`src/rtl/cordic_vectoring.sv`:
```
// cordic_vectoring
//   Iterative CORDIC in vectoring mode. Rotates the input vector (x,y) onto the
//   positive x axis and reports the accumulated rotation angle plus the final x
//   (magnitude scaled by the uncompensated CORDIC gain K_N).
//
//   State | meaning
//   IDLE  | waiting for start_i; operands latched on the accepting edge
//   LOAD  | detect the all-zero vector
//   PRE   | quadrant pre-rotation into the right half plane (+-90 deg)
//   ITER  | N micro-rotations, one per cycle
//   DONE  | results on mag_o/deg_o, valid_o pulses for this one cycle
//
// Ports
//   clk      in   clock, rising edge
//   rst      in   synchronous reset, active high, overrides everything
//   start_i  in   job request, only honoured in IDLE
//   x_i/y_i  in   signed IN_W operands, captured with start_i
//   nIt_i    in   iteration count minus one (N = nIt_i+1), captured with start_i
//   bussy_o  out  high in every state except IDLE
//   valid_o  out  one-cycle result strobe
//   mag_o    out  unsigned magnitude ~ K_N*|v|, holds until next result/reset
//   deg_o    out  signed angle in degrees, Q9.7, holds until next result/reset
module cordic_vectoring #(
  parameter int IN_W     = 16,
  parameter int INT_W    = 18,
  parameter int ANG_FRAC = 7
) (
  input  logic             clk,
  input  logic             rst,
  input  logic             start_i,
  input  logic [IN_W-1:0]  x_i,
  input  logic [IN_W-1:0]  y_i,
  input  logic [2:0]       nIt_i,
  output logic             bussy_o,
  output logic             valid_o,
  output logic [INT_W-1:0] mag_o,
  output logic [15:0]      deg_o
);

  localparam logic signed [15:0] DEG90 = 16'(90 << ANG_FRAC);

  typedef enum logic [2:0] {S_IDLE, S_LOAD, S_PRE, S_ITER, S_DONE} state_t;

  state_t r_state;
  state_t w_state_nxt;

  logic signed [INT_W-1:0] r_x;
  logic signed [INT_W-1:0] r_y;
  logic signed [15:0]      r_z;
  logic [2:0]              r_n;
  logic [2:0]              r_nlast;
  logic                    r_zero;
  logic [INT_W-1:0]        r_mag;
  logic [15:0]             r_deg;

  logic                    w_d_pos;
  logic signed [INT_W-1:0] w_xs;
  logic signed [INT_W-1:0] w_ys;
  logic signed [15:0]      w_atan;
  logic signed [INT_W-1:0] w_x_it;
  logic signed [INT_W-1:0] w_y_it;
  logic signed [15:0]      w_z_it;
  logic                    w_last;

  // ---------------- state register ----------------
  always_ff @(posedge clk) begin
    if (rst) r_state <= S_IDLE;
    else     r_state <= w_state_nxt;
  end

  // ---------------- next-state logic ----------------
  always_comb begin
    w_state_nxt = r_state;
    case (r_state)
      S_IDLE: if (start_i) w_state_nxt = S_LOAD;
      S_LOAD: w_state_nxt = S_PRE;
      S_PRE:  w_state_nxt = S_ITER;
      S_ITER: if (w_last) w_state_nxt = S_DONE;
      S_DONE: w_state_nxt = S_IDLE;
      default: w_state_nxt = S_IDLE;
    endcase
  end

  // ---------------- outputs ----------------
  always_comb begin
    bussy_o = (r_state != S_IDLE);
    valid_o = (r_state == S_DONE);
  end

  assign mag_o = r_mag;
  assign deg_o = r_deg;

  // ---------------- micro-rotation ----------------
  always_comb begin
    w_atan = 16'sd0;
    case (r_n)
      3'd0: w_atan = 16'sd5760;
      3'd1: w_atan = 16'sd3400;
      3'd2: w_atan = 16'sd1797;
      3'd3: w_atan = 16'sd912;
      3'd4: w_atan = 16'sd458;
      3'd5: w_atan = 16'sd229;
      3'd6: w_atan = 16'sd115;
      3'd7: w_atan = 16'sd57;
      default: w_atan = 16'sd0;
    endcase
  end

  assign w_d_pos = ~r_y[INT_W-1];
  assign w_xs    = r_x >>> r_n;
  assign w_ys    = r_y >>> r_n;
  assign w_x_it  = w_d_pos ? (r_x + w_ys)    : (r_x - w_ys);
  assign w_y_it  = w_d_pos ? (r_y - w_xs)    : (r_y + w_xs);
  assign w_z_it  = w_d_pos ? (r_z + w_atan)  : (r_z - w_atan);
  assign w_last  = (r_n == r_nlast);

  // ---------------- datapath ----------------
  always_ff @(posedge clk) begin
    if (rst) begin
      r_x     <= '0;
      r_y     <= '0;
      r_z     <= '0;
      r_n     <= '0;
      r_nlast <= '0;
      r_zero  <= 1'b0;
      r_mag   <= '0;
      r_deg   <= '0;
    end else begin
      case (r_state)
        S_IDLE: begin
          if (start_i) begin
            r_x     <= {{(INT_W-IN_W){x_i[IN_W-1]}}, x_i};
            r_y     <= {{(INT_W-IN_W){y_i[IN_W-1]}}, y_i};
            r_nlast <= nIt_i;
          end
        end
        S_LOAD: r_zero <= (r_x == '0) && (r_y == '0);
        S_PRE: begin
          r_n <= '0;
          // Left half plane is rotated by +-90 deg so iterations always
          // start with x >= 0; the two extra bits cover negating -2^(IN_W-1).
          if (r_x[INT_W-1] && !r_y[INT_W-1]) begin
            r_x <= r_y;
            r_y <= -r_x;
            r_z <= DEG90;
          end else if (r_x[INT_W-1] && r_y[INT_W-1]) begin
            r_x <= -r_y;
            r_y <= r_x;
            r_z <= -DEG90;
          end else begin
            r_z <= '0;
          end
        end
        S_ITER: begin
          r_x <= w_x_it;
          r_y <= w_y_it;
          r_z <= w_z_it;
          r_n <= r_n + 3'd1;
          // Results are captured on the edge that enters DONE so they are
          // already stable while valid_o is high.
          if (w_last) begin
            r_mag <= r_zero ? '0 : w_x_it;
            r_deg <= r_zero ? '0 : w_z_it;
          end
        end
        default: ;
      endcase
    end
  end

endmodule
```
`config.mk`:
```
export PLATFORM = sky130hd
export DESIGN_NAME = cordic_vectoring
export DESIGN_NICKNAME = d
export VERILOG_FILES = /design/src/rtl/cordic_vectoring.sv
export SDC_FILE = /design/constraint.sdc
export NUM_CORES = 1
export LEC_CHECK = 0
export ABC_CLOCK_PERIOD_IN_PS = 4900
export CAP_MARGIN = 10
export CORE_MARGIN = 5
export CORE_UTILIZATION = 39
export CTS_CLUSTER_DIAMETER = 60
export CTS_CLUSTER_SIZE = 14
export DETAILED_ROUTE_END_ITERATION = 8
export PLACE_DENSITY = 0.64
export SLEW_MARGIN = 20
export SYNTH_ARGS = -nofsm -noshare
export SYNTH_HDL_FRONTEND = slang
export SYNTH_SLANG_ARGS = --single-unit
export TNS_END_PERCENT = 1
```
`constraint.sdc`:
```
create_clock -name clk -period 4.9 [get_ports clk]
set_input_delay 1.225 -clock clk [delete_from_list [all_inputs] [get_ports clk]]
set_output_delay 1.225 -clock clk [all_outputs]
set_load 0.01 [all_outputs]
```
==> flow_summary_export.csv <==
group,metric,value,unit
routing,avgViaCountPerCell,5.87,
global_route,grt_usage,21.2,%
routing,antenna_left,0,
synth,yosys.area_share.simple,19.8,%
power_and_ir_drop,p_comb_share,56.4,%
clock_tree,cts-root-buf,"clkbuf_16",
worst_setup_path,worst_path_max_delay_cell,"or4b_2",
clock_tree,cts_made_buffers,9,
power_and_ir_drop,peakVddDrop,0.238,mV
worst_hold_path,hold_class,"reg -> reg",
floorplan,rows,58,
power_and_ir_drop,pwr-share-clk,18.6,%
status,status,"finished, final reports clean",
synth,muxShareOfSynthArea,10.2,%
global_route,grt-ovfl-total,0,
place,gp_congestion,0.938,
synth,synth_compound_area_share,24.2,%
synth,synth_enable_flop_cells,0,
floorplan,die_area,0.0287,sq mm
global_route,grt_use_met3,4.38,%
place,dp_cells,1646,
global_route,grt_pass1_wl,49.3,mm
worst_setup_path,path_cells,"buf_12 -> mux2_1 -> a221oi_1 -> ha_1 -> and4_1 -> nor2_1 -> xor2_1 -> ha_1 -> a21o_1 -> a21o_1 -> or3_1 -> o2111ai_1 -> a21boi_0 -> or4b_2 -> a21oi_1",
clock_tree,cts_tree,"yes",
floorplan,chipHeight,169,um
flow_run,maxCapViolCount,0,
clock_tree,cts.reportedPaths.clkPinSlew,0.10,ns
power_and_ir_drop,pwr-share-seq,25.1,%
routing,dr.pass1.iters,6,
routing,via_count,9756,
synth,synthesis.area,0.00991,sq mm
finish,fin_cells,1662,
synth,synth_cell_types,66,
place,post-dp-hpwl,23.5,mm
sta,setup_violations,0,
routing,drt_iter0_markers,736,
sta,drv_slew,0,
power_and_ir_drop,switching_share,46.3,%
worst_setup_path,start_kind,"flop",
worst_setup_path,path_class,"reg -> reg",
clock_tree,clockBufferDepth,2,
worst_setup_path,crit_required,5.20,ns
sta,slew_headroom,29.8,%
global_route,busiest_layer,"met2",
sta,rsz0062_at_grt,"false",
sta,whs,0.463,ns
clock_tree,clkLatencyLatePin,0.38,ns
synth,synth_async_sr_flop_share,0,%
power_and_ir_drop,power_density,395,mW/mm^2
worst_setup_path,arrival,4.84,ns
sta,worstMarginPinSlew,1.05,ns
global_route,grt.met2_usage,36.0,%
finish,regArea,0.00219,sq mm
synth,yosysSeqAreaShare,22.0,%
worst_setup_path,endpoint_kind,"flop",
sta,tns,0,ns
power_and_ir_drop,p_int,2.40,mW
sta,skew,0.0157,ns
finish,fillCellCount,2578,
global_route,antenna_found_initial,0,
synth,syn_nets,1409,
synth,yosys_warnings,0,
clock_tree,htree_levels,3,
finish,multi_input_area,0.00720,sq mm
synth,synthFlopType,"dfxtp_1",
power_and_ir_drop,leakagePower,4.32,nW
global_route,grt_use_met1,26.7,%
power_and_ir_drop,p_sw,2.07,mW
synth,synthAdderAreaFrac,8.56,%
synth,synthXorXnorAreaFrac,9.41,%
floorplan,start_util,39.5,%
synth,avgSynthCellArea,7.60,sq um
finish,post-route-util,45.1,%
sta,period_needed,4.54,ns
clock_tree,ctsResizeCount,0,
finish,drive_above_1_share,8.33,%
synth,ys_seq_elements,109,
sta,hold_violations,0,
place,port_buffers,73,
finish,syn_to_final_growth,14.1,%
finish,fin_nets,1431,
worst_setup_path,critPathMaxStageDelay,0.61,ns
synth,synth_top_family_by_area,"compound AO/OA/AOI/OAI gates",
routing,routed_wirelength,31.4,mm
finish,antenna_cells,0,
routing,wl_per_cell,18.9,um
clock_tree,cts_hold_buffers,0,
routing,drc,0,
clock_tree,postCtsSetupBuffers,0,
clock_tree,clock-sinks,109,
floorplan,ios,74,
worst_setup_path,cp_max_fo,16,
synth,syn_inst,1305,
sta,finalCritPeriodShare,92.6,%
floorplan,core,0.0251,sq mm
global_route,first_global_vias,9228,
floorplan,die_w,169,um
global_route,grt_max_degree,68,
sta,fmax,0.220,GHz
logic make-up (layout without fill, tap and decap cells):
family,after synthesis,in the layout
compound gates,377,377
buf+inv,140,167
fa+ha+maj,66,66
xor+xnor,105,105
mux,76,76
simple gates,432,432
flops,109,109
power by group through the flow:
stage               combinational, mW  clock (mW)  sequential [mW]
floorplan                        1.95           0             1.03
global placement                 2.47           0             1.13
detailed placement               2.49           0             1.13
CTS                              2.50       0.851             1.11
global route                     2.79       0.875             1.13
finish                           2.52       0.831             1.12
Yosys cell counts (5+ instances only):
| library cell | n | share of area, % |
|---|---|---|
| o21a_1 | 13 | 0.98 |
| a21o_1 | 14 | 1.1 |
| xnor2_1 | 62 | 5.5 |
| inv_1 | 36 | 1.4 |
| mux2_2 | 14 | 1.6 |
| nor2b_1 | 10 | 0.63 |
| xor2_1 | 42 | 3.7 |
| buf_1 | 15 | 0.57 |
| o22ai_1 | 10 | 0.63 |
| a221oi_1 | 8 | 0.71 |
| o31ai_1 | 9 | 0.68 |
| nor4_1 | 8 | 0.50 |
| and2_1 | 13 | 0.82 |
| dfxtp_1 | 109 | 22 |
| o211ai_1 | 21 | 1.6 |
| mux2i_1 | 41 | 4.1 |
| buf_2 | 7 | 0.35 |
| nand3b_1 | 6 | 0.45 |
| a21boi_0 | 8 | 0.61 |
| a21oi_1 | 116 | 5.9 |
| nand2_1 | 90 | 3.4 |
| nand2b_1 | 10 | 0.63 |
| a311oi_1 | 8 | 0.71 |
| mux4_2 | 18 | 4.1 |
| nor3_1 | 46 | 2.3 |
| a22oi_1 | 25 | 1.9 |
| or3_1 | 13 | 0.82 |
| nor2_1 | 195 | 7.4 |
| and3_1 | 12 | 0.76 |
| and4_1 | 5 | 0.44 |
| clkbuf_1 | 77 | 2.9 |
| a211o_1 | 5 | 0.44 |
| a211oi_1 | 31 | 2.3 |
| ha_1 | 63 | 8.0 |
| nand3_1 | 10 | 0.50 |
| o21ai_0 | 64 | 3.2 |
| a31oi_1 | 19 | 1.2 |
through the flow:
| stage | worst slack, ns | total power [mW] | instance area (sq um) |
|---|---|---|---|
| after CTS | 0.255 | 4.47 | 11300 |
| after floorplan | 0.480 | 2.98 | 9910 |
| final | 0.362 | 4.47 | 11300 |
| after global routing | 0.0524 | 4.80 | 11300 |
| after global placement | 0.386 | 3.61 | 11000 |
| after detailed placement | 0.282 | 3.62 | 11000 |
per-layer routing:
| layer | vias up | wire length (um) |
|---|---|---|
| met5 | - | 0 |
| met4 | 0 | 1040 |
| met3 | 65 | 1990 |
| met2 | 297 | 14900 |
| met1 | 4662 | 13400 |
| li1 | 4732 | - |
cell usage in the layout, fill, tap and decap left out, types with 9 or more instances in the layout:
cell type,count
a31oi_1,19
nand3_1,10
and3_1,12
clkdlybuf4s50_1,72
mux4_2,18
inv_1,36
a21oi_1,115
o211ai_1,21
xnor2_1,62
o21ai_0,64
and2_1,13
or3_1,13
a211oi_1,31
o21a_1,13
nor2_1,195
clkbuf_16,9
a22oi_1,25
o22ai_1,10
nand2b_1,9
xor2_1,42
mux2_2,14
ha_1,63
dfxtp_1,105
o31ai_1,9
nand2_1,90
mux2i_1,40
nor2b_1,9
a21o_1,14
nor3_1,46
buf_4,41
layout make-up:
type | count | area share [%]
Clock buffer | 9 | 1.99
Clock inverter | 7 | 0.874
Inverter | 37 | 1.23
Multi-Input combinational cell | 1056 | 63.6
Sequential cell | 109 | 19.4
Tap cell | 330 | 3.65
Timing Repair Buffer | 114 | 9.27
worst max-delay path, delay by kind of cell (launching register included):
kind	cells	cell delay, ns
compound gates	6	1.34
xor+xnor	1	0.19
fa+ha+maj	2	0.62
buf+inv	1	0.19
flops	1	0.46
mux	1	0.37
simple gates	4	1.29
final timing paths:
check / startpoint / endpoint / slack [ns] / depth (start not counted)
max: r_n[1] / mag_o[16] / 0.36 / 15
max reg2reg: r_n[1] / mag_o[16] / 0.36 / 15
min reg2reg: deg_o[14] / deg_o[14] / 0.46 / 2
min: deg_o[14] / deg_o[14] / 0.46 / 2
sequential cells by signal, summed over array words and instances (netlist names), 3 cells and up:
name	count
r_z	16
r_n	3
deg_o	16
mag_o	18
r_nlast	3
r_x	18
r_state	3
r_y	18
w_atan	13
Note: power is estimated with default switching activity, not from simulation.
